### src/rtl/evict_buffer_pkg.sv
// Shared LC-3b types for the eviction write buffer: word/block/tag widths and FSM state encoding.
package evict_buffer_pkg;

  typedef logic [15:0]  lc3b_word;
  typedef logic [127:0] lc3b_block;
  typedef logic [11:0]  lc3b_line_tag;

  typedef enum logic [1:0] {
    IDLE    = 2'd0,
    RD_PMEM = 2'd1,
    WR_PMEM = 2'd2,
    RESP    = 2'd3
  } evict_state_t;

endpackage

### src/rtl/evict_buffer_if.sv
// Line-granular read/write/resp memory handshake, used on both the cache side and the pmem side.
interface evict_buffer_if;
  import evict_buffer_pkg::*;

  logic      read;
  logic      write;
  lc3b_word  address;
  lc3b_block wdata;
  lc3b_block rdata;
  logic      resp;

  modport master (output read, write, address, wdata, input rdata, resp);
  modport slave  (input read, write, address, wdata, output rdata, resp);

endinterface

### src/rtl/evict_buffer_control.sv
// Eviction buffer FSM: sequences forward hits, refill reads, victim capture and drains.
// EVICT_BUFFER_FORWARD_EN selects forwarding of buffered data on a tag hit.
module evict_buffer_control
  import evict_buffer_pkg::*;
(
  input  logic clk,
  input  logic reset,
  input  logic i_hit,
  input  logic i_buf_valid,
  input  logic i_read,
  input  logic i_write,
  input  logic i_pmem_resp,
  output logic o_load_buf,
  output logic o_load_rdata_buf,
  output logic o_load_rdata_pmem,
  output logic o_clear_valid,
  output logic o_pmem_read,
  output logic o_pmem_write,
  output logic o_cache_resp
);

  evict_state_t r_state;
  evict_state_t w_next;

  always_ff @(posedge clk or posedge reset) begin
    if (reset) r_state <= IDLE;
    else       r_state <= w_next;
  end

  always_comb begin
    w_next            = r_state;
    o_load_buf        = 1'b0;
    o_load_rdata_buf  = 1'b0;
    o_load_rdata_pmem = 1'b0;
    o_clear_valid     = 1'b0;
    case (r_state)
      IDLE: begin
        // Read has priority over write, even when both are (illegally) asserted.
        if (i_read) begin
`ifdef EVICT_BUFFER_FORWARD_EN
          if (i_hit) begin
            o_load_rdata_buf = 1'b1;
            w_next           = RESP;
          end else begin
            w_next = RD_PMEM;
          end
`else
          // Without forwarding, a hit must be written back before memory can be read.
          w_next = i_hit ? WR_PMEM : RD_PMEM;
`endif
        end else if (i_write) begin
          if (!i_buf_valid) begin
            o_load_buf = 1'b1;
            w_next     = RESP;
          end else begin
            w_next = WR_PMEM;
          end
        end else if (i_buf_valid) begin
          w_next = WR_PMEM;
        end
      end
      RD_PMEM: begin
        if (i_pmem_resp) begin
          o_load_rdata_pmem = 1'b1;
          w_next            = RESP;
        end
      end
      WR_PMEM: begin
        if (i_pmem_resp) begin
          o_clear_valid = 1'b1;
          w_next        = IDLE;
        end
      end
      RESP:    w_next = IDLE;
      default: w_next = IDLE;
    endcase
  end

  assign o_pmem_read  = (r_state == RD_PMEM);
  assign o_pmem_write = (r_state == WR_PMEM);
  assign o_cache_resp = (r_state == RESP);

endmodule

### src/rtl/evict_buffer.sv
// Single-entry victim write buffer between the LC-3b cache and physical memory.
// Forwarding of buffered data on read hits is enabled by EVICT_BUFFER_FORWARD_EN.
module evict_buffer
  import evict_buffer_pkg::*;
(
  input  logic          clk,
  input  logic          reset,
  evict_buffer_if.slave  cache,
  evict_buffer_if.master pmem
);

  logic         r_buf_valid;
  lc3b_line_tag r_buf_tag;
  lc3b_block    r_buf_data;
  lc3b_block    r_rdata;

  logic w_hit;
  logic w_load_buf;
  logic w_load_rdata_buf;
  logic w_load_rdata_pmem;
  logic w_clear_valid;
  logic w_pmem_read;
  logic w_pmem_write;
  logic w_cache_resp;

  assign w_hit = r_buf_valid && (cache.address[15:4] == r_buf_tag);

  evict_buffer_control u_control (
    .clk               (clk),
    .reset             (reset),
    .i_hit             (w_hit),
    .i_buf_valid       (r_buf_valid),
    .i_read            (cache.read),
    .i_write           (cache.write),
    .i_pmem_resp       (pmem.resp),
    .o_load_buf        (w_load_buf),
    .o_load_rdata_buf  (w_load_rdata_buf),
    .o_load_rdata_pmem (w_load_rdata_pmem),
    .o_clear_valid     (w_clear_valid),
    .o_pmem_read       (w_pmem_read),
    .o_pmem_write      (w_pmem_write),
    .o_cache_resp      (w_cache_resp)
  );

  always_ff @(posedge clk or posedge reset) begin
    if (reset) begin
      r_buf_valid <= 1'b0;
      r_buf_tag   <= '0;
      r_buf_data  <= '0;
      r_rdata     <= '0;
    end else begin
      if (w_load_buf) begin
        r_buf_valid <= 1'b1;
        r_buf_tag   <= cache.address[15:4];
        r_buf_data  <= cache.wdata;
      end else if (w_clear_valid) begin
        r_buf_valid <= 1'b0;
      end
      if (w_load_rdata_buf)       r_rdata <= r_buf_data;
      else if (w_load_rdata_pmem) r_rdata <= pmem.rdata;
    end
  end

  assign cache.rdata  = r_rdata;
  assign cache.resp   = w_cache_resp;
  assign pmem.read    = w_pmem_read;
  assign pmem.write   = w_pmem_write;
  // Address and data are zero outside an active pmem request.
  assign pmem.address = w_pmem_read  ? {cache.address[15:4], 4'h0} :
                         w_pmem_write ? {r_buf_tag, 4'h0} : 16'h0000;
  assign pmem.wdata    = w_pmem_write ? r_buf_data : '0;

endmodule
### src/flat_wrapper.sv
// flat-port wrapper written by rule: the top's interface ports become plain ports
module evict_buffer_flat import evict_buffer_pkg::*;
  (clk, reset, cache_read, cache_write, cache_address, cache_wdata, cache_rdata, cache_resp, pmem_read, pmem_write, pmem_address, pmem_wdata, pmem_rdata, pmem_resp);
  evict_buffer_if cache_i ();
  evict_buffer_if pmem_i ();
  input  logic clk;
  input  logic reset;
  input wire logic [$bits(cache_i.read)-1:0] cache_read;
  input wire logic [$bits(cache_i.write)-1:0] cache_write;
  input wire logic [$bits(cache_i.address)-1:0] cache_address;
  input wire logic [$bits(cache_i.wdata)-1:0] cache_wdata;
  output wire logic [$bits(cache_i.rdata)-1:0] cache_rdata;
  output wire logic [$bits(cache_i.resp)-1:0] cache_resp;
  output wire logic [$bits(pmem_i.read)-1:0] pmem_read;
  output wire logic [$bits(pmem_i.write)-1:0] pmem_write;
  output wire logic [$bits(pmem_i.address)-1:0] pmem_address;
  output wire logic [$bits(pmem_i.wdata)-1:0] pmem_wdata;
  input wire logic [$bits(pmem_i.rdata)-1:0] pmem_rdata;
  input wire logic [$bits(pmem_i.resp)-1:0] pmem_resp;
  assign cache_i.read = cache_read;
  assign cache_i.write = cache_write;
  assign cache_i.address = cache_address;
  assign cache_i.wdata = cache_wdata;
  assign cache_rdata = cache_i.rdata;
  assign cache_resp = cache_i.resp;
  assign pmem_read = pmem_i.read;
  assign pmem_write = pmem_i.write;
  assign pmem_address = pmem_i.address;
  assign pmem_wdata = pmem_i.wdata;
  assign pmem_i.rdata = pmem_rdata;
  assign pmem_i.resp = pmem_resp;
  evict_buffer u_core (.clk(clk), .reset(reset), .cache(cache_i), .pmem(pmem_i));
endmodule
### config.mk
export PLATFORM = sky130hd
export DESIGN_NAME = evict_buffer_flat
export DESIGN_NICKNAME = d
export VERILOG_FILES = /design/src/rtl/evict_buffer_pkg.sv /design/src/rtl/evict_buffer_if.sv /design/src/rtl/evict_buffer_control.sv /design/src/rtl/evict_buffer.sv /design/src/flat_wrapper.sv
export SDC_FILE = /design/constraint.sdc
export NUM_CORES = 1
export LEC_CHECK = 0
export BUFFER_PORTS_ARGS = -buffer_cell sky130_fd_sc_hd__clkbuf_2
export CAP_MARGIN = 20
export CORE_AREA = 2 2 216 218
export CTS_CLUSTER_DIAMETER = 30
export DETAILED_ROUTE_END_ITERATION = 16
export DIE_AREA = 0 0 218 220
export SLEW_MARGIN = 20
export SYNTH_ARGS = -nofsm -noshare
export SYNTH_HDL_FRONTEND = slang
export SYNTH_SLANG_ARGS = --single-unit
export TNS_END_PERCENT = 50
### constraint.sdc
create_clock -name clk -period 16 [get_ports clk]
set_input_delay 2.4 -clock clk [delete_from_list [all_inputs] [get_ports clk]]
set_output_delay 2.4 -clock clk [all_outputs]
set_load 0.01 [all_outputs]
After elaboration in Yosys (flattened, before gate mapping)

Cells that the tools add are included.

Flip-flop bits (word level): 271
Logic and storage cells: 36
Input bits: 277
Output and inout bits: 275

Muxes and demuxes: 20
Reduce and logical (&&, ||, !) cells: 4
Equality and inequality tests: 7

Operators by type and width:

| operator           | number |
|---|---|
| $mux 128           | 1 |
| $mux 16            | 2 |
| $eq 12x12->1       | 1 |
| $mux 2             | 6 |
| $mux 1             | 10 |
| $pmux 2 s4         | 1 |
| $eq 2x2->1 const B | 2 |
| $ne 2x2->1 const B | 2 |
| $ne 4x3->1 const B | 1 |
| $reduce_and 3->1   | 1 |
| $eq 2x1->1 const B | 1 |
| $logic_not 2->1    | 1 |
| $reduce_bool 2->1  | 1 |
| $logic_and 1x1->1  | 1 |

Logic depth before layout (Yosys ltp)

Gate-level depths: netlist of run 1.

Word-level depth: 5
Mapped depth: 6

Cells and area by module

A second synthesis of run 1 with hierarchy kept.

Cells, all modules: 1062
Area total of the unflattened synthesis: 12849.8 um^2

Modules (own cells, without submodules):

| module               | instances | cells each | seq. area each (um^2) | area each (um^2) |
|---|---|---|---|---|
| evict_buffer         | 1         | 1042       | 6731.5                | 12680.9 |
| evict_buffer_control | 1         | 20         | 50.0                  | 168.9 |

Worst setup path after synthesis of run 1

OpenSTA, ideal clock, no wires.

Kind: input -> output
Start: in cache_address[10]
End: out pmem_address[10]
Buffers on the path: 0
Slack: 10978 ps
Stages on the path: 1
Data arrival time: 2622 ps
Cells stage by stage: a22o_1

Longest elaborated chain between the ends: 1

Ends and longest elaborated chain:

| element            | RTL line           | RTL |
|---|---|---|
| start: declaration | flat_wrapper.sv:10 | `input wire logic [$bits(cache_i.address)-1:0] cache_address;` |
| $mux 16            | evict_buffer.sv:69 | `assign pmem.address = w_pmem_read ? {cache.address[15:4], 4'h0} :` |
| end: declaration   | flat_wrapper.sv:16 | `output wire logic [$bits(pmem_i.address)-1:0] pmem_address;` |

Every way passes these cells.

Worst setup path after layout of run 1

Start: in cache_address[15]
End: out pmem_address[15]

Same word-level chain as after synthesis.

==> reports/results.tsv, run 1 <==
metric	value	unit
cts_tree	yes	
start_util	0.255	
fillers	4395	
tightest_slew	1.07	ns
start_kind	primary input	
area_delta_synth_final	48.3	%
synth_edf_count	0	
syn-mean-instance-area	15.3	sq um
netlist_area	11700	sq um
io_pins	552	
holdCritPathClass	flop to flop	
first_global_vias	8612	
die_h	220	microns
final_common_cell	clkbuf_2	
cp_max_fo	3	
synthCells	766	
hold_viol_final	0	
portBuffers	543	
hold_path_depth	1	
synth_seq_area_share	0.580	
cts_buffer_depth	3	
cts_resized	0	
worstPathRequired	13.60	ns
cts_setup_buffers	0	
drv_cap	0	
grt_start_max_net_pins	142	
placed_cell_area	14900	sq um
track_usage	0.128	
drtIter0Drc	216	
wl_per_cell	15.9	microns
cp-end-kind	output pin	
fin_worst_skew	0.0230	ns
vdd_drop_max	0.142	mV
cts_made_buffers	67	
wl	31900	microns
first_pass_iters	4	
antenna_found_initial	2	
slew_headroom	0.285	
drv_slew	0	
insertion_delay	0.56	ns
reg2reg_from	u_core.u_control.r_state[1]	
synth_seq_cells	271	
cts-root-buf	clkbuf_16	
die_area	48000	sq um
die_x	218	microns
worst_ep_arrival_time	2.87	ns
status	completed	
grt-ovfl-total	0	
period_share	0.329	
via_per_inst	4.11	
grtUsageMet2	0.220	
fin_crit	5.27	ns
nets	1616	
fin_area	17300	sq um
dp.final_hpwl	22400	microns
ant_nets	0	
drive_above_1_share	0.646	
worstHoldStart	u_core.r_buf_data[110]	
synth_warnings	0	
clkSinkCount	271	
synthDistinctLibCells	28	
powerDensity	224	nW/um^2
dr_total_vias	8229	
hold_path_end	u_core.r_buf_data[110]	
rows	79	
reg2reg_setup_slack	12.46	ns
setup-violations-final	0	
reg2reg_to	u_core.cache.rdata[115]	
globalplace.congestion	0.756	
grt.busiest_layer	met2	
drt_drc_violations_left	0	
synth_flop_cell	dfrtp_1	
async_flop_share	1.00	
ff2ff_path_depth	5	
fin_setup_tns	0	ns
fmaxAchievable	190	MHz
ctsHoldBuffers	0	
total_leakage_power	8.94	nW
critical_path_class	primary input to output pin	
grt_util_met1	0.136	
final_cell_mix	543 x clkbuf_2, 271 x dfrtp_1, 129 x mux2_2, 129 x and2_1, 100 x mux2_4	
grt_first_pass_wirelength	47400	microns
met3_usage	0.0537	
htreeDepth	3	
core_area	45900	sq um
post-place-ws	10.73	ns
path_clk_slew	0.04	ns
rsz0062_at_grt	no	
fin_ws	10.73	ns
[per-layer routing]
layer | wire (microns) | up-vias
li1 | - | 3780
met1 | 11900 | 4026
met2 | 16100 | 370
met3 | 3110 | 53
met4 | 760 | 0
met5 | 0 | -
[where the power goes]
group          switching (W)  total (W)  internal, W
Combinational       0.000566    0.00125     0.000687
Sequential          0.000195    0.00123      0.00104
Clock               0.000417    0.00140     0.000981
Total                0.00118    0.00388      0.00271
[cells in the mapped netlist, types with 2 or more instances]
cell type	count	area [sq um]
dfrtp_1	271	6780
and2_1	129	807
mux2_2	129	1450
mux2_4	100	1500
mux2_1	40	450
buf_2	16	80.1
buf_6	15	169
a22o_1	12	105
xnor2_1	12	105
clkbuf_1	8	30.0
clkbuf_2	7	35.0
nand2_1	5	18.8
buf_4	4	30.0
inv_1	3	11.3
nand4_1	2	12.5
[critical path: stages]
cell,delay (ns)
clkbuf_2,0.11
a22o_1,0.21
clkbuf_2,0.15
[worst max path at each step]
stage / from / endpoint / slack [ns]
finish: cache_address[15] / pmem_address[15] / 10.73
floorplan: reset / u_core.cache.rdata[0] / 6.13
global placement: cache_address[15] / pmem_address[15] / 10.73
CTS: u_core.u_control.r_state[1] / pmem_wdata[38] / 10.60
global route: u_core.u_control.r_state[1] / pmem_wdata[35] / 10.52
detailed placement: cache_address[15] / pmem_address[15] / 10.73
[through the flow]
step           total power, W  instances   util  hold WS (ns)
3_3_place_gp          0.00248       1876  0.325         0.467
4_1_cts               0.00395       1997  0.377         0.483
3_5_place_dp          0.00251       1876  0.325         0.474
5_1_grt               0.00411       1998  0.378         0.487
2_1_floorplan         0.00202        769      -         0.456
6_report              0.00388       2000  0.378         0.480
[state kept, by name, indices dropped and copies added, names as in the netlist]
| register | flops |
|---|---|
| u_core.cache.rdata | 128 |
| u_core.r_buf_valid | 1 |
| u_core.r_buf_tag | 12 |
| u_core.r_buf_data | 128 |
| u_core.u_control.r_state | 2 |
[cells by family after synthesis]
group	count (synthesis)	share of synthesized area
AO/OA/AOI/OAI	15	0.0109
flip-flops	271	0.580
multiplexers	269	0.291
XOR/XNOR	12	0.00899
AND/OR/NAND/NOR	145	0.0776
other	1	0.000321
buffers and inverters	53	0.0304
[area by class of cell]
cell class | instances | area, sq um | share of cell area
antenna | 2 | 5.00 | 0.000289
clock buffer | 87 | 1890 | 0.109
multi-input combinational | 445 | 4590 | 0.265
sequential | 271 | 6780 | 0.391
tap | 607 | 759 | 0.0438
timing repair buffer | 551 | 2800 | 0.161
inverter | 3 | 18.8 | 0.00108
clock inverter | 34 | 487 | 0.0281
No activity file was read; power rests on OpenSTA's default activity.
==> run 2, diff against run 1 <==
--- a/config.mk
+++ b/config.mk
@@ -5,6 +5,7 @@
 export SDC_FILE = /design/constraint.sdc
 export NUM_CORES = 1
 export LEC_CHECK = 0
+export ABC_AREA = 1
 export BUFFER_PORTS_ARGS = -buffer_cell sky130_fd_sc_hd__clkbuf_2
 export CAP_MARGIN = 20
 export CORE_AREA = 2 2 216 218
==> constraint.sdc (replaced) <==
create_clock -name clk -period 4.4 [get_ports clk]
set_input_delay 0.66 -clock clk [delete_from_list [all_inputs] [get_ports clk]]
set_output_delay 0.66 -clock clk [all_outputs]
set_load 0.01 [all_outputs]
==> run 2 against run 1 <==
Net effect:
- wire length up 12%
- die area unchanged
- register-to-register slack worse by 10 ns
- count of clock-buffer cells in the layout up 1
- sequential share of layout area down 0.41 points
- sequential cell count unchanged
- combinational power rose to 3.9 times the previous value
- hold slack worse by 0.21 ns
- cell area up 1.1%
- clock skew down 0.0014 ns
- largest cell class unchanged
==> reports/results.tsv, run 2 <==
metric	value	unit	change
cp-end-kind	output pin		
synth_warnings	0		unchanged
synth_seq_cells	271		unchanged
dr_total_vias	9682		+18%
synth.most_common_cell	dfrtp_1		
io_pins	552		unchanged
portBuffers	543		unchanged
final_common_cell	clkbuf_2		
start_kind	flop		
reg2reg_setup_slack	2.30	ns	-10.16 ns
status	completed		
start_util	0.257		+0.00205
placed_cell_area	14900	sq um	about the same
seqPwrFrac	0.292		-0.026
drt_drc_violations_left	0		unchanged
antenna_found_initial	5		+3
netlist_area	11800	sq um	+0.80%
vdd_drop_max	0.428	mV	+200%
grt_start_max_net_pins	203		+43%
path_clk_slew	0.04	ns	about the same
cts-root-buf	clkbuf_16		
area_delta_synth_final	48.7	%	
critical_path_class	flop to output pin		
synth_edf_count	0		unchanged
async_flop_share	1.00		unchanged
track_usage	0.142		+0.0137
insertion_delay	0.58	ns	+0.02 ns
hold_viol_final	0		unchanged
rsz0062_at_grt	no		
ctsHoldBuffers	0		unchanged
cts_resized	0		unchanged
die_area	48000	sq um	unchanged
fmaxAchievable	334	MHz	
p_int	0.00977	W	+260%
first_global_vias	9717		+13%
grt_first_pass_wirelength	53000	microns	+12%
drive_above_1_share	0.472		-0.173
power_frac_clock	0.375		+0.015
powerDensity	832	nW/um^2	+270%
total_leakage_power	9.85	nW	+10%
yosysTopAreaCellShare	0.576		-0.00462
wl	35600	microns	+12%
die_h	220	microns	unchanged
grt-ovfl-total	0		unchanged
slowest_delay	0.60	ns	+0.39 ns
slew_headroom	0.319		+0.0348
fillers	4569		+4.0%
fin_setup_tns	0	ns	unchanged
nets	1949		+21%
cts_made_buffers	74		+10%
core_area	45900	sq um	unchanged
drv_cap	0		unchanged
ys_top_cells_by_count	271 x dfrtp_1, 265 x nor2_1, 156 x inv_1		
rows	79		unchanged
cts_buffer_depth	3		unchanged
holdCritPathClass	primary input to async pin		
syn-mean-instance-area	10.6	sq um	-30%
fin_crit	3.00	ns	
sw_frac_of_total	0.330		+0.0264
slowest_stage	nand2_4		
drtIter0Drc	403		+87%
timing.critical_path.buf_inv	2		unchanged
tightest_slew	1.02	ns	-0.0521 ns
dp.final_hpwl	24900	microns	+11%
placed_cells	2203		+17%
yosys.area.top_type	dfrtp_1		
setup-violations-final	0		unchanged
cp_top_family	simple AND/OR/NAND/NOR gates		
worstPathRequired	3.74	ns	-9.86 ns
cts_tree	yes		
final_cell_mix	543 x clkbuf_2, 271 x dfrtp_1, 265 x nor2_1, 155 x inv_1, 128 x a21oi_1		
clkSinkCount	271		unchanged
globalplace.congestion	0.778		+3.0%
wl_per_cell	15.2	microns	-4.6%
synthDistinctLibCells	24		-14%
path_cells	nand2_4 -> buf_12 -> nor2_1 -> clkbuf_2		
die_x	218	microns	unchanged
fin_worst_skew	0.0216	ns	-0.00139 ns
p_sw	0.00481	W	+310%
synthCells	1108		+45%
cp_max_fo	72		+69
first_pass_iters	4		unchanged
synth_seq_area_share	0.576		-0.00462
htreeDepth	3		unchanged
cts_setup_buffers	0		unchanged
via_per_inst	4.14		+0.60%
drv_slew	0		unchanged
synth_flop_cell	dfrtp_1		
synth_area_leaders	dfrtp_1 58%, mux2_4 14%, nor2_1 8.4%		
worst_ep_arrival_time	2.34	ns	-0.53 ns
fin_area	17500	sq um	+1.1%
final_cells	2339		+17%
period_share	0.681		
ant_nets	0		unchanged
p_comb_frac	0.333		+0.010
run 2: cell types whose count changed after synthesis, sizes merged, moves of 9 or more:
cell / change
clkbuf: -9
mux2: -141
a22o: -12
nand2: +54
buf: +24
o22ai: +10
nor2: +266
a21oi: +127
and2: -129
inv: +154
xnor2: -11
o21ai: +16
run 2: layout make-up:
class	instances	area (sq um)	area share
Sequential cell	271	6780	0.387
Timing Repair Buffer	550	2830	0.162
Tap cell	607	759	0.0434
Multi-Input combinational cell	618	3950	0.226
Clock inverter	46	556	0.0317
Clock buffer	88	2040	0.116
Inverter	157	593	0.0339
Antenna cell	2	5.00	0.000286
run 2: per-layer routing:
metal / up-vias / track usage / routed length [microns]
met4: 6 / 0.0712 / 1090
met3: 66 / 0.0571 / 3310
li1: 4613 / - / -
met2: 427 / 0.237 / 17100
met1: 4570 / 0.155 / 14000
met5: - / 0 / 40
run 2: cell families (layout without fill, tap and decap cells):
logic type                Yosys count  after routing  synth area share
other                               1              6          0.000318
xor gates and xnor gates            1              1          0.000744
and+or+nand+nor                   330            330             0.107
DFF                               271            271             0.576
AOI/OAI and AO/OA                 155            155            0.0671
muxes                             128            128             0.157
buffers and inverters             222            841            0.0924
run 2: path summary, 6_finish.rpt:
path                                             start                      to  depth (start not counted)
min                                              reset  u_core.r_buf_data[106]                          3
max                        u_core.u_control.r_state[1]          pmem_wdata[57]                          4
min reg2reg                        u_core.r_buf_tag[0]     u_core.r_buf_tag[0]                          2
min in group clk                        pmem_rdata[11]  u_core.cache.rdata[11]                          2
max reg2reg                u_core.u_control.r_state[0]  u_core.cache.rdata[16]                          5
max in group asynchronous                        reset   u_core.r_buf_data[60]                          3
run 2: tightest hold or removal path: cells and delay by family:
family / cells / cell delay, ns
buffers and inverters: 3 / 0.65
run 2: per-stage QoR:
step	power (W)	utilization	setup WS, ns	hold slack (ns)
final	0.0146	0.382	1.40	0.272
after global routing	0.0155	0.382	1.20	0.279
after CTS	0.0148	0.382	1.32	0.257
after detailed placement	0.00918	0.325	1.97	0.481
after global placement	0.00908	0.325	2.00	0.471
after floorplan	0.00735	-	0.159	0.453
run 2: power by group through the flow:
stage                     combinational [W]  clock [W]  sequential, W
after floorplan                     0.00288          0        0.00448
final                               0.00485    0.00546        0.00426
after detailed placement            0.00490          0        0.00428
after CTS                           0.00495    0.00560        0.00426
after global routing                0.00535    0.00576        0.00439
after global placement              0.00485          0        0.00422
